[config.mk]
export PLATFORM = sky130hd
export DESIGN_NAME = i2c_cfg_seq
export DESIGN_NICKNAME = d
export VERILOG_FILES = /design/src/rtl/cfg_pkg.sv /design/src/rtl/cfg_rom_lut.sv /design/src/rtl/i2c_cfg_seq.sv
export SDC_FILE = /design/constraint.sdc
export NUM_CORES = 1
export LEC_CHECK = 0
export ABC_AREA = 1
export CAP_MARGIN = 20
export CORE_MARGIN = 1.5
export CORE_UTILIZATION = 60
export CTS_BUF_LIST = sky130_fd_sc_hd__clkbuf_2
export DETAILED_ROUTE_END_ITERATION = 6
export PLACE_DENSITY = 0.88
export SLEW_MARGIN = 20
export SYNTH_ARGS = -nofsm -noshare
export SYNTH_HDL_FRONTEND = slang
export SYNTH_HIERARCHICAL = 1
export SYNTH_SLANG_ARGS = --single-unit
[constraint.sdc]
create_clock -name clock_i2c -period 2.6 [get_ports clock_i2c]
set_clock_uncertainty 0.2 [all_clocks]
set_input_delay 0.26 -clock clock_i2c [delete_from_list [all_inputs] [get_ports clock_i2c]]
set_output_delay 0.26 -clock clock_i2c [all_outputs]
set_load 0.01 [all_outputs]
[src/rtl/cfg_pkg.sv]
// -----------------------------------------------------------------------------
// cfg_pkg
// Shared definitions for the audio-codec register-configuration sequencer:
//   - state_t      : sequencer FSM states
//   - CODEC_ADDR   : default 8-bit I2C address byte (7-bit address, R/W = 0)
//   - cfg_rom(idx) : constant codec register table, 16 entries of 16 bits
//                    ({reg_addr[6:0], data[8:0]}); unused slots read as zero
// -----------------------------------------------------------------------------
package cfg_pkg;

  localparam logic [7:0] CODEC_ADDR = 8'h34;

  typedef enum logic [2:0] {
    ST_IDLE,
    ST_LOAD,
    ST_XFER,
    ST_CHECK,
    ST_GAP,
    ST_DONE,
    ST_FAIL
  } state_t;

  // Entry 0 resets the codec, entry 10 activates it; everything in between
  // programs volumes, routing, format and sample rate.
  function automatic logic [15:0] cfg_rom(input logic [3:0] idx);
    case (idx)
      4'd0:    cfg_rom = 16'h1E00;
      4'd1:    cfg_rom = 16'h0017;
      4'd2:    cfg_rom = 16'h0217;
      4'd3:    cfg_rom = 16'h0479;
      4'd4:    cfg_rom = 16'h0679;
      4'd5:    cfg_rom = 16'h0812;
      4'd6:    cfg_rom = 16'h0A00;
      4'd7:    cfg_rom = 16'h0C00;
      4'd8:    cfg_rom = 16'h0E02;
      4'd9:    cfg_rom = 16'h1000;
      4'd10:   cfg_rom = 16'h1201;
      default: cfg_rom = 16'h0000;
    endcase
  endfunction

endpackage

[src/rtl/cfg_rom_lut.sv]
// -----------------------------------------------------------------------------
// cfg_rom_lut
// Combinational lookup of the codec register table. Kept apart from the
// sequencer so the table contents can be changed without touching the FSM.
// Ports:
//   idx_i  [3:0]  table index
//   word_o [15:0] register word at that index
// -----------------------------------------------------------------------------
module cfg_rom_lut
  import cfg_pkg::*;
(
  input  logic [3:0]  idx_i,
  output logic [15:0] word_o
);

  assign word_o = cfg_rom(idx_i);

endmodule

[src/rtl/i2c_cfg_seq.sv]
// -----------------------------------------------------------------------------
// i2c_cfg_seq
// Walks the codec register table and hands each entry to the 3-byte I2C write
// engine as {DEV_ADDR, reg[15:0]}. Retries an entry on NACK or timeout, then
// reports completion (cfg_done) or a failing entry (cfg_err, cfg_index).
// Runs entirely on clock_i2c (10 kHz).
// Ports:
//   clock_i2c      in   I2C bit clock, posedge
//   rst            in   asynchronous active-high reset
//   cfg_go         in   level; starts / restarts the sequence from entry 0
//   tr_end         in   engine transfer complete
//   ack            in   engine ack summary, 0 = all bytes ACKed (valid with tr_end)
//   start          out  engine run request, high for the whole transfer
//   i2c_data[23:0] out  frame for the engine, stable while start is high
//   cfg_index[3:0] out  entry currently being sent (failing entry after error)
//   cfg_done       out  sticky, all entries ACKed
//   cfg_err        out  sticky, an entry ran out of retries
// -----------------------------------------------------------------------------
module i2c_cfg_seq
  import cfg_pkg::*;
#(
  parameter logic [7:0]  DEV_ADDR   = CODEC_ADDR,
  parameter int unsigned NUM_REGS   = 11,
  parameter int unsigned MAX_RETRY  = 3,
  parameter int unsigned GAP_CYCLES = 4,
  parameter int unsigned TIMEOUT    = 40,
  parameter bit          AUTO_START = 1'b1
) (
  input  logic        clock_i2c,
  input  logic        rst,
  input  logic        cfg_go,
  input  logic        tr_end,
  input  logic        ack,
  output logic        start,
  output logic [23:0] i2c_data,
  output logic [3:0]  cfg_index,
  output logic        cfg_done,
  output logic        cfg_err
);

  localparam int unsigned TW = $clog2(TIMEOUT);
  localparam int unsigned GW = $clog2(GAP_CYCLES);

  localparam logic [3:0]    LAST_IDX  = 4'(NUM_REGS - 1);
  localparam logic [2:0]    RETRY_MAX = 3'(MAX_RETRY);
  localparam logic [TW-1:0] TMO_LAST  = TW'(TIMEOUT - 1);
  localparam logic [GW-1:0] GAP_LAST  = GW'(GAP_CYCLES - 1);

  state_t        state_q;
  logic          start_q;
  logic [23:0]   i2c_data_q;
  logic [3:0]    idx_q;
  logic          done_q;
  logic          err_q;
  logic [2:0]    retry_q;
  logic [GW-1:0] gap_q;
  logic [TW-1:0] tmo_q;
  logic          nack_q;
  logic          first_q;   // high only on the first cycle after reset

  logic [15:0]   table_word;
  logic [23:0]   i2c_data_d;

  cfg_rom_lut u_rom (
    .idx_i  (idx_q),
    .word_o (table_word)
  );

  assign i2c_data_d = {DEV_ADDR, table_word};

  // NOTE: every register here is state updated on the clock edge, so all
  // assignments are non-blocking; the reset branch is asynchronous and
  // forces start low at once so an in-flight engine transfer aborts.
  always_ff @(posedge clock_i2c or posedge rst) begin
    if (rst) begin
      state_q    <= ST_IDLE;
      start_q    <= 1'b0;
      i2c_data_q <= '0;
      idx_q      <= '0;
      done_q     <= 1'b0;
      err_q      <= 1'b0;
      retry_q    <= '0;
      gap_q      <= '0;
      tmo_q      <= '0;
      nack_q     <= 1'b0;
      first_q    <= 1'b1;
    end else begin
      first_q <= 1'b0;
      case (state_q)
        ST_IDLE: begin
          if ((AUTO_START && first_q) || cfg_go) state_q <= ST_LOAD;
        end

        // Hold off until the engine has released tr_end from the previous
        // transfer, so start never rises while tr_end is still high.
        ST_LOAD: begin
          if (!tr_end) begin
            i2c_data_q <= i2c_data_d;
            tmo_q      <= '0;
            start_q    <= 1'b1;
            state_q    <= ST_XFER;
          end
        end

        // A missing tr_end is treated exactly like a NACK.
        ST_XFER: begin
          if (tr_end) begin
            nack_q  <= ack;
            start_q <= 1'b0;
            state_q <= ST_CHECK;
          end else if (tmo_q == TMO_LAST) begin
            nack_q  <= 1'b1;
            start_q <= 1'b0;
            state_q <= ST_CHECK;
          end else begin
            tmo_q <= tmo_q + 1'b1;
          end
        end

        ST_CHECK: begin
          start_q <= 1'b0;
          gap_q   <= '0;
          if (!nack_q) begin
            if (idx_q == LAST_IDX) begin
              done_q  <= 1'b1;
              state_q <= ST_DONE;
            end else begin
              idx_q   <= idx_q + 1'b1;
              retry_q <= '0;
              state_q <= ST_GAP;
            end
          end else if (retry_q < RETRY_MAX) begin
            retry_q <= retry_q + 1'b1;
            state_q <= ST_GAP;
          end else begin
            err_q   <= 1'b1;
            state_q <= ST_FAIL;
          end
        end

        // Idle time lets the engine's cycle counter return to zero and
        // tr_end drop before the next frame is loaded.
        ST_GAP: begin
          if (gap_q == GAP_LAST) state_q <= ST_LOAD;
          else                   gap_q   <= gap_q + 1'b1;
        end

        ST_DONE, ST_FAIL: begin
          start_q <= 1'b0;
          if (cfg_go) begin
            done_q  <= 1'b0;
            err_q   <= 1'b0;
            idx_q   <= '0;
            retry_q <= '0;
            state_q <= ST_LOAD;
          end
        end

        default: state_q <= ST_IDLE;
      endcase
    end
  end

  assign start     = start_q;
  assign i2c_data  = i2c_data_q;
  assign cfg_index = idx_q;
  assign cfg_done  = done_q;
  assign cfg_err   = err_q;

endmodule

Word level (Yosys, flattened, before mapping) --
Memory sizes are Yosys's and may differ from the RTL's. A register that Yosys moved wholly into a read port is not among the register bits. Cells that the tools add are included.
Cells by class: add/sub/neg operators 4, bitwise gates (word level) 1, reductions and logical operators 19, muxes and demuxes 38, $lt $le $gt $ge 1, equal/unequal tests 24
Operators by type and width (count):
- $mux W3 | 11
- $ne A2 B2 Y1 const B | 12
- $reduce_and A4 Y1 | 5
- $mux W6 | 3
- $pmux W3 S6 | 1
- $mux W4 | 3
- $pmux W6 S2 | 1
- $mux W1 | 11
- $eq A3 B3 Y1 const B | 3
- $ne A3 B3 Y1 const B | 3
- $pmux W4 S2 | 1
- $reduce_bool A2 Y1 | 4
- $add A6 B1 Y6 const B | 1
- $eq A3 B2 Y1 const B | 2
- $eq A6 B6 Y1 const B | 1
- $pmux W3 S2 | 1
- $reduce_and A2 Y1 | 3
- $reduce_and A5 Y1 | 1
- $add A4 B1 Y4 const B | 1
- $eq A4 B4 Y1 const B | 1
- $mux W2 | 2
- $pmux W1 S2 | 2
- $pmux W2 S2 | 1
- $add A3 B1 Y3 const B | 1
- 12 further kinds | 12
Word-level totals: input bits 5, output and inout port bits 31, bits in registers 40, logic and storage cells 99, memories kept 1, memory bits (read-only) 176
Memories:
- (name not given) | depth 16, bits a word 11, rd ports 1, clocked after memory_dff 1, wr ports 0, RTL line cfg_pkg.sv:26 | case (idx)

Logic depth before layout (Yosys ltp) --
Gate-level depths: netlist of run 1.
word-level depth 4, gate-level depth with buffers 9, depth with buffers taken out 9

Hierarchy --
The synthesis of run 1 kept the hierarchy.
Modules (own cells, without submodules):
- i2c_cfg_seq | area an instance 2018.2 µm², instances 1, seq. area each 1002.2 µm², cells each 260
- cfg_rom_lut | area an instance 246.5 µm², instances 1, seq. area each 0.0 µm², cells each 43

Least setup slack after synthesis of run 1 --
Ideal clock, no wire load.
path kind register to register, from register idx_q[0], in the netlist cfg_index[0], to register i2c_data_q[5], in the netlist i2c_data[5], arrival 1.339 ns, slack 0.945 ns, required time 2.283 ns, clock period less this slack 1.655 ns, cell stages (with the launch flop) 10, setup time 0.117 ns, path buffers 1, path through dfrtp_1 inv_1 ha_1 inv_1 nand2_1 o21ai_0 nor2_1 buf_4 nand2_1 nand2_1
RTL lines:
- start: declaration | RTL line i2c_cfg_seq.sv:52 | logic [3:0] idx_q;
- start signal: assignment | RTL line i2c_cfg_seq.sv:128 | idx_q <= idx_q + 1'b1;
- end: declaration | RTL line i2c_cfg_seq.sv:51 | logic [23:0] i2c_data_q;

Final worst setup path of run 1 --
from register idx_q[2], in the netlist cfg_index[2], to output cfg_index[2]
RTL lines:
- end: declaration | RTL line i2c_cfg_seq.sv:36 | output logic [3:0] cfg_index,
No word-level cell between the ends.

==> results of run 1 <==
[cell usage in the layout, fill, tap and decap left out]
| master | netlist | layout |
|---|---|---|
| sky130_fd_sc_hd__o21bai_1 | 1 | 1 |
| sky130_fd_sc_hd__a21oi_1 | 4 | 4 |
| sky130_fd_sc_hd__clkdlybuf4s50_1 | 0 | 30 |
| sky130_fd_sc_hd__dfrtp_1 | 39 | 39 |
| sky130_fd_sc_hd__buf_4 | 14 | 1 |
| sky130_fd_sc_hd__inv_2 | 7 | 7 |
| sky130_fd_sc_hd__or2_2 | 1 | 1 |
| sky130_fd_sc_hd__clkbuf_2 | 0 | 5 |
| sky130_fd_sc_hd__clkinv_1 | 0 | 1 |
| sky130_fd_sc_hd__nand3_1 | 19 | 19 |
| sky130_fd_sc_hd__nand2_1 | 123 | 123 |
| sky130_fd_sc_hd__nand2_2 | 2 | 2 |
| sky130_fd_sc_hd__conb_1 | 2 | 11 |
| sky130_fd_sc_hd__dfstp_2 | 1 | 1 |
| sky130_fd_sc_hd__nand4_1 | 6 | 6 |
| sky130_fd_sc_hd__o21ai_1 | 2 | 2 |
| sky130_fd_sc_hd__xor2_1 | 2 | 2 |
| sky130_fd_sc_hd__nor3_1 | 3 | 3 |
| sky130_fd_sc_hd__nor2_1 | 19 | 19 |
| sky130_fd_sc_hd__ha_1 | 10 | 10 |
| sky130_fd_sc_hd__nor2_2 | 2 | 2 |
| sky130_fd_sc_hd__nor2_4 | 2 | 2 |
| sky130_fd_sc_hd__inv_1 | 29 | 29 |
| sky130_fd_sc_hd__nand3_2 | 3 | 3 |
| sky130_fd_sc_hd__nand3b_1 | 1 | 1 |
| sky130_fd_sc_hd__xnor2_1 | 2 | 2 |
| sky130_fd_sc_hd__clkinv_2 | 0 | 2 |
| sky130_fd_sc_hd__o21ai_0 | 7 | 7 |
[cell families (layout without fill, tap and decap cells)]
group	count (synthesis)	in the layout
AOI/OAI and AO/OA	14	14
xor gates and xnor gates	4	4
adders and majority gates	10	10
buffers and inverters	52	75
DFF	40	40
other	2	11
and+or+nand+nor	181	181
[final cells by class]
| class | instances | area share, % |
|---|---|---|
| well taps | 48 | 2.32 |
| inverters | 36 | 5.22 |
| flip-flops and latches | 40 | 38.7 |
| multi-input cells | 220 | 40.4 |
| clock inverters | 3 | 0.531 |
| clock buffers | 5 | 0.966 |
| repair buffers | 31 | 11.9 |
[power breakdown]
part	leakage, nW	total (mW)	switching (mW)	internal (mW)
Clock	0.0302	0.269	0.209	0.0603
Sequential	0.509	1.06	0.217	0.845
Combinational	0.882	1.37	0.767	0.602
[per-layer routing]
metal  vias up  wire, um
met5         -         0
met4         0        63
met3         6       171
met2        42      2010
met1       860      1920
li1        984         -
[state kept, by name (all words and copies together), names as in the netlist]
name and count:
cfg_done 1, cfg_err 1, cfg_index 4, first_q 1
gap_q 2, i2c_data 17, nack_q 1, retry_q 3
start 1, state_q 3, tmo_q 6
[final timing paths]
check / startpoint / slack (ps) / to
min in group clock_i2c: ack / 290 / nack_q$_DFFE_PP0P_
worst min-delay path: rst / 20 / i2c_data[18]$_DFFE_PP0P_
worst max-delay path: cfg_index[2]$_DFFE_PP0P_ / 500 / cfg_index[2]
worst max register to register: state_q[2]$_DFFE_PP0P_ / 700 / tmo_q[3]$_DFFE_PP0P_
max in group asynchronous: rst / 1800 / first_q$_DFF_PP1_
worst min register to register: i2c_data[1]$_DFFE_PP0P_ / 300 / i2c_data[1]$_DFFE_PP0P_
==> parameters.txt, run 1 <==
Parameter                              Value

Worst setup path
  Highest fanout seen on the critical path ... 12
  Startpoint-to-endpoint class of the critical path ... register to output pin
  Data arrival time of the critical path ... 1640 ps
  Family of cells with the greatest summed delay on the critical path ... buffers and inverters
  Cells along the critical path ... clkdlybuf4s50_1
  Total number of cells along the worst setup path ... 1
  Kind of capture point of the worst setup path ... output pin
  Required time worst endpoint ... 2140 ps
  Register-to-Register Path Depth ... 8
  Worst path bufs/invs ... 1
  Critical Path Slowest Stage Cell ... sky130_fd_sc_hd__clkdlybuf4s50_1
  Kind of start point of the critical path ... register
  Largest stage delay, worst path ... 620 ps

Final layout
  Register area ... 1000 um2
  Area Overhead vs Synth ... 14.4%
  Fraction of final layout cells with drive strength greater than 1 ... 7.76%
  Post-route standard cell area excluding fillers ... 2590 um2
  Antenna diode count ... 0
  Final-layout fill cell count ... 311
  Post-Route Utilization ... 71.3%
  Net count of the finished layout ... 349
  Layout Cells excl Fill ... 383
  Footprint of the multi-input gates ... 1050 um2

Global routing
  Tot GR Track Use ... 23.3%
  Most used routing layer in global routing ... met2
  Number of global-route vias before repair ... 1736
  Global routing usage on met2 ... 39.6%
  Pin count of the biggest net entering global routing ... 41
  Global Route met3 Usage ... 5.73%
  First-pass GRT wire length ... 7.46 mm
  Total grt overflow ... 0
  Antenna violations before repair ... 0
  GR Util met1 ... 29.3%

Routing
  Drt first-iter violations ... 99
  Count of unresolved DRC violations after routing ... 0
  Wirelength per Cell ... 10.9 um
  TritonRoute pass-1 iters ... 5
  Via-to-Cell Ratio ... 4.94
  Antenna Nets Post-Route ... 0
  Vias ... 1892
  Total wire length ... 4.17 mm

Synthesis
  Ranking of synthesized cells by area ... sky130_fd_sc_hd__dfrtp_1 43%, sky130_fd_sc_hd__nand2_1 20%, sky130_fd_sc_hd__ha_1 5.5%
  Basic-gate share of the synthesized area counting and, or, nand and nor cells ... 34.1%
  Count leader, synth ... sky130_fd_sc_hd__nand2_1
  Combinational family with the most area after synthesis ... simple AND/OR/NAND/NOR gates
  Most instantiated cells after synthesis ... 123 x sky130_fd_sc_hd__nand2_1, 39 x sky130_fd_sc_hd__dfrtp_1, 29 x sky130_fd_sc_hd__inv_1
  Cell count after synthesis ... 303
  Post-synthesis cell type with the largest combined area ... sky130_fd_sc_hd__dfrtp_1
  Async set-or-reset flop fraction in the synthesized netlist ... 100%
  Adder and majority cell fraction of the synthesized area ... 5.52%
  Netlist Area Pre-Place ... 2260 um2
  EDFF count, synth ... 0
  Unique masters post-synth ... 25
  Proportion of netlist area held by the largest area contributor ... 43.1%
  Register area share after synthesis ... 44.3%
  Dominant synthesized flop cell ... sky130_fd_sc_hd__dfrtp_1
  XOR/XNOR Fraction of Synth Area ... 1.55%
  Per-instance average area after synthesis ... 7.47 um2
  Share of synthesized area spent on multiplexers ... 0%
  Post-synthesis compound-gate area fraction ... 3.20%
  Synth Warn # ... 6
  Post-synthesis register bit count ... 40

Placement
  Final RePlAce weighted congestion ... 0.816
  Final HPWL DP ... 3.15 mm
  Worst slack after detailed placement ... 564 ps
  Placed Cells incl. Taps ... 375
  IO buf count ... 30
  Placed cell areas ... 2550 um2

Die
  Overall die area ... 4150 um2
  Die Span Y ... 64.4 um
  Boundary pin count ... 36
  Placeable core area ... 3630 um2
  Starting Density ... 62.3%
  Standard-cell rows ... 22
  Overall die width ... 64.4 um

STA
  Total negative slack ... 0 ps
  Smallest hold slack ... 23.9 ps
  Maximum achievable frequency ... 477 MHz
  Shortest period the worst path allows ... 2100 ps
  Final setup margin ... 505 ps
  Post-route clock period utilization ... 80.6%
  Setup repair after global routing missed its margin ... no
  Total setup violations reported at the end of the flow ... 0
  Number of max-slew violations in the final report ... 0
  Final Hold Vio Count ... 0

Outcome
  Status ... completed

Clock network
  Clock root buffer master ... sky130_fd_sc_hd__clkbuf_2
  Post-CTS Setup Inserts ... 0
  Clock tree from TritonCTS ... done
  Clock sink count ... 40
  CTS Buf Count ... 5
  H-tree lvl count ... 2
  Worst-case clock buffer depth ... 2
  Post-cts gate resize count ... 0
  CTS clk-pin slew, worst paths ... 210 ps
  Hold buffer count at cts ... 0
  Insertion delay of the later-clocked pin in the worst-skew pair ... 420 ps

Power
  PD cells ... 1040 nW/um2
  IR Drop Worst-Case VDD ... 0.000678 V
  Total power ... 2.70 mW
  Leakage ... 1.42 nW

Run
  Number of max-cap violations ... 0

Hold path
  Worst min-delay path class ... input pin to asynchronous set/reset pin
Power figures use the tool's default switching activity.
==> run 2: changes to the inputs <==
--- a/config.mk
+++ b/config.mk
@@ -8,10 +8,10 @@
 export ABC_AREA = 1
 export CAP_MARGIN = 20
 export CORE_MARGIN = 1.5
-export CORE_UTILIZATION = 60
+export CORE_UTILIZATION = 56
 export CTS_BUF_LIST = sky130_fd_sc_hd__clkbuf_2
 export DETAILED_ROUTE_END_ITERATION = 6
-export PLACE_DENSITY = 0.88
+export PLACE_DENSITY = 0.83
 export SLEW_MARGIN = 20
 export SYNTH_ARGS = -nofsm -noshare
 export SYNTH_HDL_FRONTEND = slang
==> constraint.sdc (replaced) <==
create_clock -name clock_i2c -period 2.11 [get_ports clock_i2c]
set_clock_uncertainty 0.2 [all_clocks]
set_input_delay 0.211 -clock clock_i2c [delete_from_list [all_inputs] [get_ports clock_i2c]]
set_output_delay 0.211 -clock clock_i2c [all_outputs]
set_load 0.01 [all_outputs]
==> parameters.txt, run 2 (same netlist as run 1, synthesis figures left out) <==
Parameter                              Value

Routing
  Total wire length ... 4.29 mm (was 4.17 mm)
  Antenna Nets Post-Route ... 0 (unchanged)
  Drt first-iter violations ... 99 (unchanged)
  Via-to-Cell Ratio ... 4.95 (was 4.94)
  Vias ... 1912 (was 1892)
  TritonRoute pass-1 iters ... 4 (was 5)
  Count of unresolved DRC violations after routing ... 0 (unchanged)
  Wirelength per Cell ... 11.1 um (was 10.9 um)

Clock network
  Worst-case clock buffer depth ... 2 (unchanged)
  CTS Buf Count ... 5 (unchanged)
  Insertion delay of the later-clocked pin in the worst-skew pair ... 410 ps (was 420 ps)
  Clock tree from TritonCTS ... done (unchanged)
  H-tree lvl count ... 2 (unchanged)
  CTS clk-pin slew, worst paths ... 210 ps (about the same)
  Clock sink count ... 40 (unchanged)
  Clock root buffer master ... sky130_fd_sc_hd__clkbuf_2 (unchanged)
  Post-CTS Setup Inserts ... 0 (unchanged)

Worst setup path
  Startpoint-to-endpoint class of the critical path ... register to output pin (unchanged)
  Worst path bufs/invs ... 1 (unchanged)
  Cells along the critical path ... clkdlybuf4s50_1 (unchanged)
  Critical Path Slowest Stage Cell ... sky130_fd_sc_hd__clkdlybuf4s50_1 (unchanged)
  Largest stage delay, worst path ... 590 ps (was 620 ps)
  Kind of start point of the critical path ... register (unchanged)
  Kind of capture point of the worst setup path ... output pin (unchanged)
  Data arrival time of the critical path ... 1540 ps (was 1640 ps)
  Family of cells with the greatest summed delay on the critical path ... buffers and inverters (unchanged)
  Required time worst endpoint ... 1700 ps (was 2140 ps)
  Highest fanout seen on the critical path ... 8 (was 12)

Final layout
  Register area ... 1000 um2 (about the same)
  Final-layout fill cell count ... 330 (was 311)
  Antenna diode count ... 0 (unchanged)
  Number of flip-flops under the largest register name ... 17 (unchanged)
  Fraction of final layout cells with drive strength greater than 1 ... 9.17% (was 7.76%)
  Area Overhead vs Synth ... 16.9% (was 14.4%)
  Footprint of the multi-input gates ... 1050 um2 (unchanged)
  Most common library cell in the layout ignoring fill and taps ... sky130_fd_sc_hd__nand2_1 (unchanged)
  Net count of the finished layout ... 352 (was 349)
  Leading cell types in the layout, fill and taps excluded ... 123 x sky130_fd_sc_hd__nand2_1, 37 x sky130_fd_sc_hd__dfrtp_1, 30 x sky130_fd_sc_hd__clkdlybuf4s50_1 (was 123 x sky130_fd_sc_hd__nand2_1, 39 x sky130_fd_sc_hd__dfrtp_1, 30 x sky130_fd_sc_hd__clkdlybuf4s50_1)

STA
  Final Hold Vio Count ... 0 (unchanged)
  Post-route clock period utilization ... 92.6%
  Setup repair after global routing missed its margin ... no (unchanged)
  Number of max-slew violations in the final report ... 0 (unchanged)
  Smallest hold slack ... 242 ps (was 23.9 ps)
  Maximum achievable frequency ... 512 MHz
  Shortest period the worst path allows ... 1950 ps
  Total negative slack ... 0 ps (unchanged)
  Total setup violations reported at the end of the flow ... 0 (unchanged)

Die
  Die Span Y ... 66.6 um (was 64.4 um)
  Boundary pin count ... 36 (unchanged)
  Overall die area ... 4430 um2 (was 4150 um2)
  Standard-cell rows ... 22 (unchanged)
  Placeable core area ... 3770 um2 (was 3630 um2)
  Overall die width ... 66.6 um (was 64.4 um)
  Starting Density ... 60.1% (was 62.3%)

Outcome
  Status ... completed (unchanged)

Power
  PD cells ... 1330 nW/um2 (was 1040 nW/um2)
  IR Drop Worst-Case VDD ... 0.000761 V (was 0.000678 V)
  Total power ... 3.51 mW (was 2.70 mW)
  Leakage ... 1.44 nW (was 1.42 nW)

Hold path
  Worst min-delay path class ... input pin to register (was input pin to asynchronous set/reset pin)

Placement
  IO buf count ... 30 (unchanged)
  Final RePlAce weighted congestion ... 0.844 (was 0.816)
  Final HPWL DP ... 3.12 mm (was 3.15 mm)

Run
  Number of max-cap violations ... 0 (unchanged)

Global routing
  Total grt overflow ... 0 (unchanged)
  Number of global-route vias before repair ... 1736 (unchanged)
  Pin count of the biggest net entering global routing ... 41 (unchanged)
  Antenna violations before repair ... 0 (unchanged)
  First-pass GRT wire length ... 7.41 mm (was 7.46 mm)
  Tot GR Track Use ... 22.3% (was 23.3%)
==> run 2: changes by cell type in the layout (fill, tap and decap cells not counted) <==
cell | before | now
sky130_fd_sc_hd__buf_4 | 1 | 3
sky130_fd_sc_hd__bufinv_16 | 0 | 1
sky130_fd_sc_hd__clkinv_1 | 1 | 0
sky130_fd_sc_hd__clkinv_2 | 2 | 1
sky130_fd_sc_hd__clkinvlp_4 | 0 | 1
sky130_fd_sc_hd__dfrtp_1 | 39 | 37
sky130_fd_sc_hd__dfrtp_2 | 0 | 2
sky130_fd_sc_hd__dlygate4sd3_1 | 0 | 1
==> run 2: metal layers <==
metal	part of all wire [%]	wire length [um]	GRT usage, %	vias to the layer above
met5	0	0	0	-
met4	1.2	53	6.38	0
met3	4.3	186	6.59	6
met2	47	2020	36.9	41
met1	47	2020	28.2	884
li1	-	-	-	981
==> run 2: repair_timing <==
action                     4_1_cts  5_1_grt
gates resized for setup          0        2
hold endpoints to repair        14        0
hold buffers                     1        0
setup endpoints to repair        0        2
==> run 2: report_power, final <==
group          leakage (nW)  internal, mW  switching [mW]  total [mW]
registers             0.506          1.04           0.253        1.30
logic                 0.896         0.762           0.990        1.75
clock network        0.0390         0.198           0.263       0.461
==> run 2: stage by stage <==
| step | setup WS (ps) | cells | cell area, um2 | util (%) |
|---|---|---|---|---|
| 4_1_cts | 26.4 | 386 | 2640 | 70.1 |
| 6_report | 156 | 386 | 2650 | 70.2 |
| 3_5_place_dp | 269 | 377 | 2570 | 68.0 |
| 3_3_place_gp | 317 | 377 | 2570 | 68.0 |
| 2_1_floorplan | 455 | 312 | 2300 | - |
| 5_1_grt | 64.1 | 386 | 2650 | 70.2 |
==> run 2: final cells by class <==
type	count	area share, %
inverter	36	5.11
clock inverter	3	1.61
tap	48	2.27
clock buffer	5	0.946
multi-input combinational	220	39.5
sequential	40	38.0
timing repair buffer	34	12.6
==> run 2: path summary, 6_finish.rpt <==
path	start	endpoint	slack, ps	cells after the start
max reg2reg	tmo_q[0]$_DFFE_PP0P_	tmo_q[5]$_DFFE_PP0P_	320	9
min	ack	nack_q$_DFFE_PP0P_	240	3
min reg2reg	i2c_data[0]$_DFFE_PP0P_	i2c_data[0]$_DFFE_PP0P_	300	2
max	cfg_index[1]$_DFFE_PP0P_	cfg_index[1]	160	1
min in group asynchronous	rst	i2c_data[5]$_DFFE_PP0P_	550	4
max in group asynchronous	rst	first_q$_DFF_PP1_	780	4
==> run 3: changes to the inputs <==
==> constraint.sdc (replaced) <==
create_clock -name clock_i2c -period 2.1 [get_ports clock_i2c]
set_clock_uncertainty 0.2 [all_clocks]
set_input_delay 0.21 -clock clock_i2c [delete_from_list [all_inputs] [get_ports clock_i2c]]
set_output_delay 0.21 -clock clock_i2c [all_outputs]
set_load 0.01 [all_outputs]
==> parameters.txt, run 3 (same netlist as run 1, synthesis figures left out) <==
Parameter                              Value

Worst setup path
  Required time worst endpoint ... 1690 ps (was 1700 ps)
  Kind of start point of the critical path ... register (unchanged)
  Startpoint-to-endpoint class of the critical path ... register to output pin (unchanged)
  Reg-to-Reg Start ... tmo_q[0]$_DFFE_PP0P_ (unchanged)
  Worst path bufs/invs ... 1 (unchanged)
  Setup slack of the most critical reg-to-reg path ... 320 ps (about the same)
  Endpoint of the most critical register-to-register path ... tmo_q[5]$_DFFE_PP0P_ (unchanged)
  Largest stage delay, worst path ... 580 ps (was 590 ps)
  Highest fanout seen on the critical path ... 12 (was 8)
  Cells along the critical path ... clkdlybuf4s50_1 (unchanged)
  Kind of capture point of the worst setup path ... output pin (unchanged)
  Family of cells with the greatest summed delay on the critical path ... buffers and inverters (unchanged)
  Critical Path Slowest Stage Cell ... sky130_fd_sc_hd__clkdlybuf4s50_1 (unchanged)
  Data arrival time of the critical path ... 1520 ps (was 1540 ps)
  Register-to-Register Path Depth ... 9 (unchanged)

Routing
  Total wire length ... 4.27 mm (was 4.29 mm)
  Drt first-iter violations ... 151 (was 99)
  Vias ... 1912 (unchanged)
  Wirelength per Cell ... 11.1 um (about the same)
  Via-to-Cell Ratio ... 4.95 (unchanged)
  Antenna Nets Post-Route ... 0 (unchanged)
  TritonRoute pass-1 iters ... 4 (unchanged)
  Count of unresolved DRC violations after routing ... 0 (unchanged)

Power
  Reported net switching power ... 1.51 mW (about the same)
  IR Drop Worst-Case VDD ... 0.000748 V (was 0.000761 V)
  Internal Dissipation ... 2.01 mW (was 2.00 mW)
  Combinational share of power ... 49.9% (about the same)
  Fraction of power consumed by sequential logic ... 37.0% (was 36.9%)
  Switching share of power ... 42.9% (about the same)
  Clock power frac ... 13.1% (about the same)
  Leakage ... 1.44 nW (unchanged)
  PD cells ... 1330 nW/um2 (about the same)

Final layout
  Final-layout fill cell count ... 329 (was 330)
  Net count of the finished layout ... 352 (unchanged)
  Area Overhead vs Synth ... 16.9% (unchanged)
  Antenna diode count ... 0 (unchanged)
  Most common library cell in the layout ignoring fill and taps ... sky130_fd_sc_hd__nand2_1 (unchanged)
  Leading cell types in the layout, fill and taps excluded ... 123 x sky130_fd_sc_hd__nand2_1, 37 x sky130_fd_sc_hd__dfrtp_1, 30 x sky130_fd_sc_hd__clkdlybuf4s50_1 (unchanged)
  Number of flip-flops under the largest register name ... 17 (unchanged)
  Fraction of final layout cells with drive strength greater than 1 ... 9.17% (unchanged)
  Post-Route Utilization ... 70.2% (unchanged)

Placement
  Final HPWL DP ... 3.11 mm (was 3.12 mm)
  IO buf count ... 30 (unchanged)
  Final RePlAce weighted congestion ... 0.844 (about the same)

Hold path
  Worst min-delay path startpoint ... ack (unchanged)
  Worst hold path endpoint ... nack_q$_DFFE_PP0P_ (unchanged)
  Hold path depth ... 3 (unchanged)
  Worst min-delay path class ... input pin to register (unchanged)

Die
  Placeable core area ... 3770 um2 (unchanged)
  Starting Density ... 60.1% (unchanged)
  Die Span Y ... 66.6 um (unchanged)
  Boundary pin count ... 36 (unchanged)
  Overall die width ... 66.6 um (unchanged)
  Overall die area ... 4430 um2 (unchanged)
  Standard-cell rows ... 22 (unchanged)

Global routing
  Tot GR Track Use ... 22.1% (was 22.3%)
  Pin count of the biggest net entering global routing ... 41 (unchanged)
  Total grt overflow ... 0 (unchanged)
  First-pass GRT wire length ... 7.44 mm (was 7.41 mm)
  Number of global-route vias before repair ... 1744 (was 1736)
  Antenna violations before repair ... 0 (unchanged)

Clock network
  CTS clk-pin slew, worst paths ... 210 ps (about the same)
  Clock sink count ... 40 (unchanged)
  Clock tree from TritonCTS ... done (unchanged)
  H-tree lvl count ... 2 (unchanged)
  Insertion delay of the later-clocked pin in the worst-skew pair ... 410 ps (about the same)
  Worst-case clock buffer depth ... 2 (unchanged)
  CTS Buf Count ... 5 (unchanged)
  Post-CTS Setup Inserts ... 0 (unchanged)
  Clock root buffer master ... sky130_fd_sc_hd__clkbuf_2 (unchanged)

STA
  Number of max-slew violations in the final report ... 0 (unchanged)
  Maximum achievable frequency ... 517 MHz
  Post-route clock period utilization ... 92.0%
  Setup repair after global routing missed its margin ... no (unchanged)
  Shortest period the worst path allows ... 1930 ps
  Final Hold Vio Count ... 0 (unchanged)
  Total setup violations reported at the end of the flow ... 0 (unchanged)
  Total negative slack ... 0 ps (unchanged)

Outcome
  Status ... completed (unchanged)

Run
  Number of max-cap violations ... 0 (unchanged)
run 3: cell counts in the layout (fill, tap and decap cells not counted):
Identical to the previous run, type by type.
run 3: per-layer routing:
metal	up-vias	track usage [%]	wire, um
met3	8	5.07	160
li1	973	-	-
met5	-	0	0
met2	40	36.3	2060
met1	891	28.8	1990
met4	0	7.14	61
run 3: final cells by class:
class	count	area, um2	area share (%)
clock buffers	5	25.0	0.946
inverters	36	135	5.11
multi-input cells	220	1050	39.5
repair buffers	34	333	12.6
well taps	48	60.1	2.27
flip-flops and latches	40	1000	38.0
clock inverters	3	42.5	1.61
run 3: power by group through the flow:
| stage | Combinational, mW | Clock (mW) | Sequential [mW] |
|---|---|---|---|
| finish | 1.76 | 0.462 | 1.31 |
| global route | 2.01 | 0.509 | 1.35 |
| CTS | 1.77 | 0.478 | 1.30 |
| detailed placement | 1.76 | 0 | 1.31 |
| global placement | 1.69 | 0 | 1.31 |
| floorplan | 1.06 | 0 | 1.37 |
run 3: worst max-delay path by stage:
stage,start,to,slack (ps),cells past startpoint
after floorplan,cfg_index[0]$_DFFE_PP0P_,i2c_data[5]$_DFFE_PP0P_,440,9
after global placement,tr_end,tmo_q[3]$_DFFE_PP0P_,310,7
after detailed placement,tr_end,tmo_q[5]$_DFFE_PP0P_,260,7
after CTS,cfg_index[2]$_DFFE_PP0P_,cfg_index[2],9,1
after global routing,cfg_index[3]$_DFFE_PP0P_,cfg_index[3],80,1
final,cfg_index[2]$_DFFE_PP0P_,cfg_index[2],170,1
run 3: stage by stage:
stage	hold WS (ps)	total power [mW]	std cells	worst slack [ps]	cell area, um2
floorplan	172	2.43	312	445	2300
global placement	257	3.00	377	308	2570
detailed placement	261	3.07	377	264	2570
CTS	241	3.55	386	9.25	2640
global route	262	3.87	386	77.8	2650
finish	252	3.52	386	167	2650
run 3: repair_timing:
item                                    4_1_cts  5_1_grt
hold buffers                                  1        0
endpoints found under the setup margin        0        2
endpoints found under the hold margin        23        0
resized for setup                             0        2
